--- src/rtl/acc_norm_pkg.sv ---
// Shared definitions for the quire normaliser: derived widths, segment
// addressing and the per-word outcome classification.
package acc_norm_pkg;

    // Classification of one normalised word, in priority order.
    typedef enum logic [1:0] {
        NORM = 2'd0,
        OVF  = 2'd1,
        UDF  = 2'd2,
        ZERO = 2'd3
    } outcome_e;

    // Total accumulator width: head segment plus all body segments.
    function automatic int calc_aw(input int acc_head, input int nseg, input int segw);
        return acc_head + nseg * segw;
    endfunction

    // Number of fraction bits below the binary point.
    function automatic int calc_fb(input int fseg, input int segw);
        return fseg * segw;
    endfunction

    // Signed scale-factor width able to hold any lead position minus FB.
    function automatic int calc_sfw(input int aw);
        return $clog2(aw) + 1;
    endfunction

    // Bit index of the LSB of segment idx (the head segment is idx = NSEG).
    function automatic int seg_base(input int idx, input int segw);
        return idx * segw;
    endfunction

endpackage

--- src/rtl/acc_seg_lzd.sv ---
// Leading-zero counter for one accumulator segment, with an all-zero flag.
// An all-zero input reports lzc = W.
module acc_seg_lzd
    import acc_norm_pkg::*;
#(
    parameter  int W  = 24,
    localparam int LW = $clog2(W + 1)
) (
    input  logic [W-1:0]  din,
    output logic [LW-1:0] lzc,
    output logic          zero
);

    // Scan upward so the highest set bit wins the final assignment.
    always_comb begin
        lzc  = LW'(W);
        zero = ~|din;
        for (int i = 0; i < W; i++) begin
            if (din[i]) lzc = LW'(W - 1 - i);
        end
    end

endmodule

--- src/rtl/acc_norm_pipe.sv ---
// Quire normaliser: converts a segmented two's-complement accumulator into
// sign, scale factor and a leading-one-aligned mantissa with guard/sticky.
// Three pipeline stages:
//   S1 sign/magnitude and per-segment nonzero flags
//   S2 top-segment select and leading-one position
//   S3 scale classification and mantissa extraction (output registers)
//
// Handshake: a word moves across a stage boundary on a clock edge where the
// sender's valid and the receiver's ready are both high. Once valid is high
// the sender holds its data unchanged until accepted. A stage is ready when
// it is empty or its own content is leaving in the same cycle, so ready is
// purely combinational from stage valids and out_rdy, and a full pipeline
// streams one word per cycle with no bubble after a stall.
module acc_norm_pipe
    import acc_norm_pkg::*;
#(
    parameter  int WIDTH    = 8,
    parameter  int EXP      = 2,
    parameter  int K        = 9,
    parameter  int NSEG     = 4,
    parameter  int FSEG     = 2,
    parameter  int SEGW     = (2 ** EXP) * (WIDTH - 2),
    parameter  int ACC_HEAD = $clog2(K) + 2,
    parameter  int MTS      = WIDTH - 3 - EXP,
    parameter  int MW       = 2 * MTS + 2,
    parameter  int SF_MAX   = SEGW - 1,
    parameter  int SF_MIN   = -SEGW,
    localparam int AW       = calc_aw(ACC_HEAD, NSEG, SEGW),
    localparam int FB       = calc_fb(FSEG, SEGW),
    localparam int SFW      = calc_sfw(AW)
) (
    input  logic                  clk_i,
    input  logic                  rstn,
    input  logic                  in_vld,
    output logic                  in_rdy,
    input  logic [AW-1:0]         acc_i,
    output logic                  out_vld,
    input  logic                  out_rdy,
    output logic                  sign_q,
    output logic signed [SFW-1:0] sf_q,
    output logic [MW-1:0]         mts_q,
    output logic                  grd_q,
    output logic                  stk_q,
    output logic                  ovf,
    output logic                  udf,
    output logic                  nzero
);

    localparam int PW = $clog2(AW);
    localparam int TW = $clog2(NSEG + 1);
    localparam int LW = $clog2(SEGW + 1);

    // Stage advance enables
    logic adv1, adv2, adv3;

    // Stage 1 state
    logic            s1_vld;
    logic            s1_sign;
    logic [AW-1:0]   s1_mag;
    logic [NSEG:0]   s1_nz;

    // Stage 2 state
    logic            s2_vld;
    logic            s2_sign;
    logic [AW-1:0]   s2_mag;
    logic [PW-1:0]   s2_p;
    logic            s2_zero;

    // Combinational intermediates
    logic [AW-1:0]    mag_c;
    logic [NSEG:0]    nz_c;
    logic [TW-1:0]    top_c;
    logic [SEGW-1:0]  seg_c;
    logic [LW-1:0]    lzc;
    logic             seg_zero;
    logic [PW-1:0]    p_c;
    logic signed [SFW:0] sf_c;
    logic [PW-1:0]    sh_c;
    logic [AW-1:0]    shl_c;
    outcome_e         oc_c;

    // Backpressure chain: each stage may load when it is empty or draining.
    always_comb begin
        adv3   = ~out_vld | out_rdy;
        adv2   = ~s2_vld | adv3;
        adv1   = ~s1_vld | adv2;
        in_rdy = adv1;
    end

    // S1: magnitude (mod 2^AW, so the most-negative word keeps its MSB) and
    // nonzero flags per segment, head segment at index NSEG.
    always_comb begin
        mag_c = acc_i[AW-1] ? -acc_i : acc_i;
        nz_c  = '0;
        for (int i = 0; i < NSEG; i++) begin
            nz_c[i] = |mag_c[i*SEGW +: SEGW];
        end
        nz_c[NSEG] = |mag_c[AW-1 -: ACC_HEAD];
    end

    // S1 register
    always_ff @(posedge clk_i or negedge rstn) begin
        if (!rstn) begin
            s1_vld  <= 1'b0;
            s1_sign <= 1'b0;
            s1_mag  <= '0;
            s1_nz   <= '0;
        end else if (adv1) begin
            s1_vld <= in_vld;
            if (in_vld) begin
                s1_sign <= acc_i[AW-1];
                s1_mag  <= mag_c;
                s1_nz   <= nz_c;
            end
        end
    end

    // S2: pick the highest nonzero segment; head is zero-extended so the
    // same base + SEGW-1-lzc formula applies to every segment.
    always_comb begin
        top_c = '0;
        for (int i = 0; i <= NSEG; i++) begin
            if (s1_nz[i]) top_c = TW'(i);
        end
        seg_c = '0;
        for (int i = 0; i < NSEG; i++) begin
            if (top_c == TW'(i)) seg_c = s1_mag[i*SEGW +: SEGW];
        end
        if (top_c == TW'(NSEG)) seg_c = SEGW'(s1_mag[AW-1 -: ACC_HEAD]);
    end

    acc_seg_lzd #(
        .W (SEGW)
    ) u_lzd (
        .din  (seg_c),
        .lzc  (lzc),
        .zero (seg_zero)
    );

    // Lead position; meaningless (and unused) when the word is zero.
    always_comb begin
        p_c = PW'(seg_base(int'(top_c), SEGW) + SEGW - 1 - int'(lzc));
    end

    // S2 register. With no nonzero segment the mux falls back to segment 0,
    // which is then all-zero, so seg_zero is exactly nz == 0.
    always_ff @(posedge clk_i or negedge rstn) begin
        if (!rstn) begin
            s2_vld  <= 1'b0;
            s2_sign <= 1'b0;
            s2_mag  <= '0;
            s2_p    <= '0;
            s2_zero <= 1'b0;
        end else if (adv2) begin
            s2_vld <= s1_vld;
            if (s1_vld) begin
                s2_sign <= s1_sign;
                s2_mag  <= s1_mag;
                s2_p    <= p_c;
                s2_zero <= seg_zero;
            end
        end
    end

    // S3: classify the scale and left-align the leading one at the MSB so the
    // mantissa, guard and sticky are fixed slices of the shifted magnitude.
    always_comb begin
        sf_c  = $signed((SFW+1)'(s2_p)) - $signed((SFW+1)'(FB));
        sh_c  = PW'(AW - 1) - s2_p;
        shl_c = s2_mag << sh_c;
        if (s2_zero)
            oc_c = ZERO;
        else if (sf_c > $signed((SFW+1)'(SF_MAX)))
            oc_c = OVF;
        else if (sf_c < $signed((SFW+1)'(SF_MIN)))
            oc_c = UDF;
        else
            oc_c = NORM;
    end

    // S3 / output register: holds while stalled.
    always_ff @(posedge clk_i or negedge rstn) begin
        if (!rstn) begin
            out_vld <= 1'b0;
            sign_q  <= 1'b0;
            sf_q    <= '0;
            mts_q   <= '0;
            grd_q   <= 1'b0;
            stk_q   <= 1'b0;
            ovf     <= 1'b0;
            udf     <= 1'b0;
            nzero   <= 1'b1;
        end else if (adv3) begin
            out_vld <= s2_vld;
            if (s2_vld) begin
                sign_q <= s2_sign;
                ovf    <= (oc_c == OVF);
                udf    <= (oc_c == UDF) || (oc_c == ZERO);
                nzero  <= (oc_c != ZERO);
                if (oc_c == NORM) begin
                    sf_q  <= sf_c[SFW-1:0];
                    mts_q <= shl_c[AW-1 -: MW];
                    grd_q <= shl_c[AW-1-MW];
                    stk_q <= |shl_c[AW-2-MW:0];
                end else begin
                    sf_q  <= '0;
                    mts_q <= '0;
                    grd_q <= 1'b0;
                    stk_q <= 1'b0;
                end
            end
        end
    end

endmodule

--- config.mk ---
export PLATFORM = sky130hd
export DESIGN_NAME = acc_norm_pipe
export DESIGN_NICKNAME = d
export VERILOG_FILES = /design/src/rtl/acc_norm_pkg.sv /design/src/rtl/acc_seg_lzd.sv /design/src/rtl/acc_norm_pipe.sv
export SDC_FILE = /design/constraint.sdc
export NUM_CORES = 1
export LEC_CHECK = 0
export ABC_AREA = 1
export CORE_ASPECT_RATIO = 1.75
export CORE_MARGIN = 4
export CORE_UTILIZATION = 40
export DETAILED_ROUTE_END_ITERATION = 12
export DONT_BUFFER_PORTS = 1
export PLACE_DENSITY = 0.56
export SLEW_MARGIN = 20
export SYNTH_ARGS = -nofsm -noshare
export SYNTH_HDL_FRONTEND = slang
export SYNTH_SLANG_ARGS = --single-unit
--- constraint.sdc ---
create_clock -name clk_i -period 3.9 [get_ports clk_i]
set_clock_uncertainty 0.05 [all_clocks]
set_input_delay 0.78 -clock clk_i [delete_from_list [all_inputs] [get_ports clk_i]]
set_output_delay 0.78 -clock clk_i [all_outputs]
set_load 0.02 [all_outputs]
==> results of run 1 <==
## cells in the final DEF (no fill, tap or decap), types with 4 or more instances in the layout
cell type / synthesis / routed
nand2_1: 797 / 793
o21ai_0: 570 / 565
inv_1: 277 / 274
dfrtp_1: 242 / 240
nor2_1: 225 / 217
buf_4: 0 / 92
mux2i_1: 90 / 90
nand3_1: 80 / 80
xor2_1: 67 / 66
nor4_1: 45 / 45
a21oi_1: 37 / 36
xnor2_1: 32 / 32
nand4_1: 29 / 29
o211ai_1: 25 / 25
clkbuf_16: 0 / 25
nor3_1: 20 / 20
o21ai_1: 11 / 16
nor2_2: 8 / 15
or2_2: 15 / 15
a31oi_1: 13 / 13
ha_1: 14 / 11
buf_12: 0 / 11
inv_2: 6 / 9
nand2_2: 6 / 9
o22ai_1: 9 / 9
o31ai_1: 9 / 9
o221ai_1: 8 / 8
nor2_4: 6 / 7
o21a_1: 6 / 6
nand3b_1: 5 / 5
bufinv_16: 0 / 5
o21bai_1: 4 / 4
o21ai_2: 4 / 4
## timing repair
| item | in CTS | in global routing |
|---|---|---|
| endpoints found under the hold margin | 242 | 242 |
| buffers inserted | 0 | 2 |
| endpoints found under the setup margin | 0 | 3 |
| gates resized for setup | 0 | 22 |
## cells in the mapped netlist, types with 9 or more instances
cell | instances | area (sq um)
a21oi_1 | 37 | 185
a31oi_1 | 13 | 81.3
buf_1 | 25 | 93.8
buf_2 | 45 | 225
clkbuf_1 | 92 | 345
dfrtp_1 | 242 | 6060
ha_1 | 14 | 175
inv_1 | 277 | 1040
mux2i_1 | 90 | 901
nand2_1 | 797 | 2990
nand3_1 | 80 | 400
nand4_1 | 29 | 181
nor2_1 | 225 | 845
nor3_1 | 20 | 100
nor4_1 | 45 | 282
o211ai_1 | 25 | 188
o21ai_0 | 570 | 2850
o21ai_1 | 11 | 55.1
o22ai_1 | 9 | 56.3
o31ai_1 | 9 | 67.6
or2_2 | 15 | 93.8
xnor2_1 | 32 | 280
xor2_1 | 67 | 587
## kinds of logic (layout without fill, tap and decap cells)
group,count (synthesis),count (layout),share of synthesized area [%]
compound gates,719,719,20.5
buf+inv,447,431,9.13
mux,90,90,4.74
simple gates,1256,1256,27.9
xor+xnor,100,100,4.65
fa+ha+maj,15,15,1.03
flops,243,243,32.0
## per-stage QoR
step / hold slack, ps / worst slack (ps) / util, % / cells
6_report: -123 / 213 / 44.7 / 3442
3_5_place_dp: 422 / 102 / 42.6 / 3398
4_1_cts: -151 / 79.5 / 44.5 / 3440
2_1_floorplan: 398 / 171 / - / 2870
3_3_place_gp: 410 / 99.8 / 42.6 / 3398
5_1_grt: -146 / 7.77 / 44.7 / 3442
## flip-flops by register name (all words and copies together) (netlist names)
register / cells
s2_zero: 1
s2_vld: 1
s1_vld: 1
s2_p: 7
sign_q: 1
stk_q: 1
mts_q: 8
s1_nz: 4
s2_sign: 1
s1_mag: 102
s2_mag: 102
s1_sign: 1
sf_q: 8
nzero: 1
ovf: 1
grd_q: 1
out_vld: 1
udf: 1
## worst reg2reg max path: stages, from the launching register on
cell and delay [ps]:
dfrtp_1 410, inv_1 60, nand2_1 80, a21oi_4 200
inv_1 110, buf_4 150, ha_1 220, nand2_2 110
inv_1 70, buf_12 160, nand2_1 80, o211ai_1 70
o21ai_0 120, nand2_1 150, nor2_2 160, nand2_1 100
nor2_2 140, ha_1 250, inv_1 60, ha_1 130
inv_1 50, fa_1 380, xnor2_1 160, o21ai_1 70
## final timing paths
check                             endpoint  slack [ps]
worst max-delay path               s2_p[6]         210
worst min-delay path               s2_p[4]        -120
worst max register to register     s2_p[6]         210
worst min register to register  s2_mag[50]         440
max in group asynchronous        s2_mag[7]        3450
min in group clk_i               s1_mag[0]         390
## layer usage
| layer | vias to the layer above | global-route usage [%] | wire length, um |
|---|---|---|---|
| met5 | - | 0 | 0 |
| met4 | 0 | 12.0 | 3450 |
| met3 | 149 | 2.35 | 2090 |
| met2 | 425 | 49.2 | 35600 |
| met1 | 8704 | 29.2 | 27000 |
| li1 | 9380 | - | - |
## where the power goes
part           internal, mW  leakage (nW)  switching (mW)  total (mW)
clock network          1.55         0.422            1.04        2.59
registers              3.26          3.00           0.738        4.00
logic                  3.93          6.18            8.13        12.1
total                  8.75          9.60            9.91        18.7
## area by class of cell
type	count	area (sq um)	area share, %
multi-input cells	2180	11300	53.8
flip-flops and latches	243	6080	29.0
inverters	285	1070	5.11
repair buffers	104	922	4.40
well taps	588	736	3.51
clock buffers	30	664	3.17
clock inverters	12	211	1.01
==> results.toml, run 1 <==
[run_status]
status = "finished with violations"
violations = "hold timing"

[clock_network]
cts_tree = "built"
clock_sinks = 243
insertion_delay_ps = 550
clock-root-buffer = "clkbuf_16"
ctsHtreeMaxLevel = 1
clk_path_buf_depth = 3
cts_inserted_buffers = 24
clk_pin_slew_worst_paths_ps = 70

[timing]
hold_slack_ps = -123
setup_viol = 0
fmax_mhz = 271
tightest_slew_ps = 863
fin_crit_ps = 3690
period_share_pct = 94.5
slew_viol_final = 0
tns_ps = 0
relSlewSlack_pct = 42.4
hold_violations = 177
grt_setup_unrepaired = "no"

[critical_path]
cp-startpoint = "s1_nz[2]"
cp_top_family = "adder cells"
cpMaxStageDelayCell = "dfrtp_1"
crit_required_ps = 4270
reg2reg_from = "s1_nz[2]"
crit_type = "reg2reg"
worstPathArrival_ps = 4060
startpoint_type = "register"
worstSetupEndpointType = "register"
path_buf_inv = 7
reg2reg_depth = 23
cp_slowest_stage_delay_ps = 410
cp_num_cells = 23
cpMostUsedCell = "inv_1"
crit_path_cell_trace = "inv_1 > nand2_1 > a21oi_4 > inv_1 > buf_4 > ha_1 > nand2_2 > inv_1 > buf_12 > nand2_1 > o211ai_1 > o21ai_0 > nand2_1 > nor2_2 > nand2_1 > nor2_2 > ha_1 > inv_1 > ha_1 > inv_1 > fa_1 > xnor2_1 > o21ai_1"
path_max_fanout = 29

[pwr]
power.total_mw = 18.7
leakagePower_nw = 9.60
ir_worst_vdd_v = 0.000900
p_per_area_nw_per_um2 = 890

[logic_synthesis]
netlist_instances = 2870
ys_warn_count = 0
async_flop_share_pct = 100
ys_types = 68
postSynthAreaPerCell_sq_um = 6.62
ys_dominant_reg_cell = "dfrtp_1"
syn-cell-area_sq_um = 19000
ys_seq_area_share_pct = 32.0
synth_edf_count = 0
ys_ff_latch = 243
synth_nets = 2991

[drt]
drt_iter0_drc = 1102
ant_nets = 0
viasPerCell = 5.42
first_pass_iters = 5
via_count = 18700
drc = 0
routed_wl_mm = 68.1
drt-wirelength-per-cell_um = 19.8

[global_route]
grt_usage_pct = 25.9
antenna_found_initial = 0
grt_pass1_wl_mm = 105
grt_pass1_vias = 18800
grt_start_max_net_pins = 244
overflow = 0

[floorplan]
die_w_um = 173
die_area_sq_um = 51200
rows = 105
initial_utilization_pct = 40.5
core_area_sq_um = 46900
num_io_pins = 130
die_h_um = 296

[placed_design]
placed_area_sq_um = 20000
finalWeightedCongestion = 0.930
port-buffer-count = 0
hpwlAfterDp_mm = 55.7

[finish]
fillers = 5055
drive_gt1_share_pct = 8.06
design_area_sq_um = 21000
syn_to_final_growth_pct = 10.4
diodes = 0
final_nets = 2959

[worst_hold_path]
hold_path.class = "in2async"

[run]
timing.max_cap.violations = 0
Note: power is estimated with default switching activity, not from simulation.
==> run 2, diff against run 1 <==
RECOVER_POWER = 25   (was default)
==> results of run 2 <==
Final layout, timing and power as in run 1 (identical DEF).
==> run 3, diff against run 2 <==
PLACE_DENSITY = 0.54   (was 0.56)
TNS_END_PERCENT = 30   (was default)
clock period = 4.6 ns   (was 3.9 ns; I/O delays follow)
==> results.toml, run 3 (synthesized netlist as in run 1, its figures left out) <==
[drt]
via_count = 18400
ant_nets = 0
drt_iter0_drc = 1207
routed_wl_mm = 68.0
first_pass_iters = 6
drc = 0
viasPerCell = 5.42
drt-wirelength-per-cell_um = 20.1

[finish]
reg_top3 = "s1_mag x102, s2_mag x102"
drive_gt1_share_pct = 5.68
layout_common_cells = "nand2_1 (795), o21ai_0 (570), inv_1 (275)"
final_nets = 2905
syn_to_final_growth_pct = 6.93
final_common_cell = "nand2_1"
final_core_util_pct = 43.3
diodes = 0
stdcell_count = 3389

[timing]
period_share_pct = 89.4
grt_setup_unrepaired = "no"
tightest_slew_ps = 870
hold_violations = 0
worst_slack_ps = 488
tns_ps = 0
slew_viol_final = 0
setup_viol = 0
relSlewSlack_pct = 42.0
fmax_mhz = 243
fin_crit_ps = 4110

[global_route]
overflow = 0
antenna_found_initial = 0
grt_pass1_vias = 18200
grt_usage_pct = 25.8
grt_pass1_wl_mm = 104
grt_start_max_net_pins = 244

[floorplan]
initial_utilization_pct = 40.5
die_area_sq_um = 51200
die_w_um = 173
num_io_pins = 130
rows = 105
core_area_sq_um = 46900
die_h_um = 296

[placed_design]
hpwlAfterDp_mm = 55.5
dp_cells = 3344
finalWeightedCongestion = 0.963
port-buffer-count = 0
post-place-ws_ps = 362

[clock_network]
cts_inserted_buffers = 25
post_cts_buffers = 0
clk_path_buf_depth = 3
clk_pin_slew_worst_paths_ps = 60
clock-root-buffer = "clkbuf_16"
clock_sinks = 243
insertion_delay_ps = 540
ctsHtreeMaxLevel = 1
cts_tree = "built"

[critical_path]
path_max_fanout = 13
cp_slowest_stage_delay_ps = 430
reg2reg_depth = 20
reg2reg_from = "s1_nz[2]"
cpMaxStageDelayCell = "ha_1"
rrSetupSlack_ps = 490
cp-startpoint = "s1_nz[2]"
crit_type = "reg2reg"
crit_path_end = "s2_p[6]"
cpMostUsedCell = "nand2_1"
worstSetupEndpointType = "register"
crit_required_ps = 4940
crit_path_cell_trace = "inv_1 > nand2_1 > a21oi_1 > ha_1 > nand2_1 > buf_4 > o21ai_0 > o211ai_1 > o21ai_0 > nand2_1 > nor2_1 > nand2_1 > nor2_1 > ha_1 > inv_1 > ha_1 > inv_1 > fa_1 > xnor2_1 > o21ai_0"
r2r_end = "s2_p[6]"
startpoint_type = "register"
worstPathArrival_ps = 4450

[pwr]
ir_worst_vdd_v = 0.000524
leakagePower_nw = 9.25
power.total_mw = 15.1
p_per_area_nw_per_um2 = 745

[run_status]
status = "finished clean"

[run]
timing.max_cap.violations = 0

[worst_hold_path]
hold_path.class = "in2async"
## run 3: cell count changes in the layout (fill, tap and decap cells not counted), sizes merged
cell and delta:
buf -56, clkbuf +8, bufinv -5, clkinv -2, clkinvlp +1, dlygate4sd3 +1
## run 3: worst min-delay path by stage
stage	start	endpoint	slack, ps	cells after the start
2_1_floorplan	s2_vld	out_vld	400	2
3_3_place_gp	s2_vld	out_vld	410	2
3_5_place_dp	s2_vld	out_vld	410	2
4_1_cts	rstn	mts_q[3]	2	0
5_1_grt	rstn	s2_mag[7]	30	0
6_report	rstn	s2_mag[0]	60	0
## run 3: layer usage
metal | up-vias | GRT usage [%] | part of all wire (%)
li1 | 9257 | - | -
met1 | 8451 | 29.0 | 39
met2 | 490 | 48.5 | 51
met3 | 158 | 2.49 | 3.8
met4 | 0 | 13.3 | 6.0
met5 | - | 0 | 0
## run 3: layout make-up
cell class | count | area, sq um
Clock buffer | 38 | 734
Timing Repair Buffer | 49 | 420
Tap cell | 588 | 736
Multi-Input combinational cell | 2180 | 11200
Clock inverter | 6 | 47.5
Inverter | 285 | 1070
Sequential cell | 243 | 6080
Fill cell | 5051 | 26600
## run 3: report_power, final
part | internal [mW] | switching, mW
Combinational | 3.05 | 6.69
Sequential | 2.77 | 0.634
Clock | 1.11 | 0.883
## run 3: repair_timing
item | CTS | global route
hold endpoints to repair | 1 | 0
resized for setup | 0 | 0
hold buffers | 1 | 0
## run 3: metrics by stage
| stage | hold slack, ps | area [sq um] |
|---|---|---|
| floorplan | 398 | 19000 |
| global placement | 411 | 19500 |
| detailed placement | 410 | 19500 |
| CTS | 1.58 | 20300 |
| global route | 28.6 | 20300 |
| finish | 57.6 | 20300 |
## run 3: worst max-delay path, delay by kind of cell (launching register included)
kind,cells,cell delay (ps)
xor+xnor,1,150
compound gates,5,1040
flops,1,400
fa+ha+maj,4,1180
buf+inv,4,380
simple gates,6,770
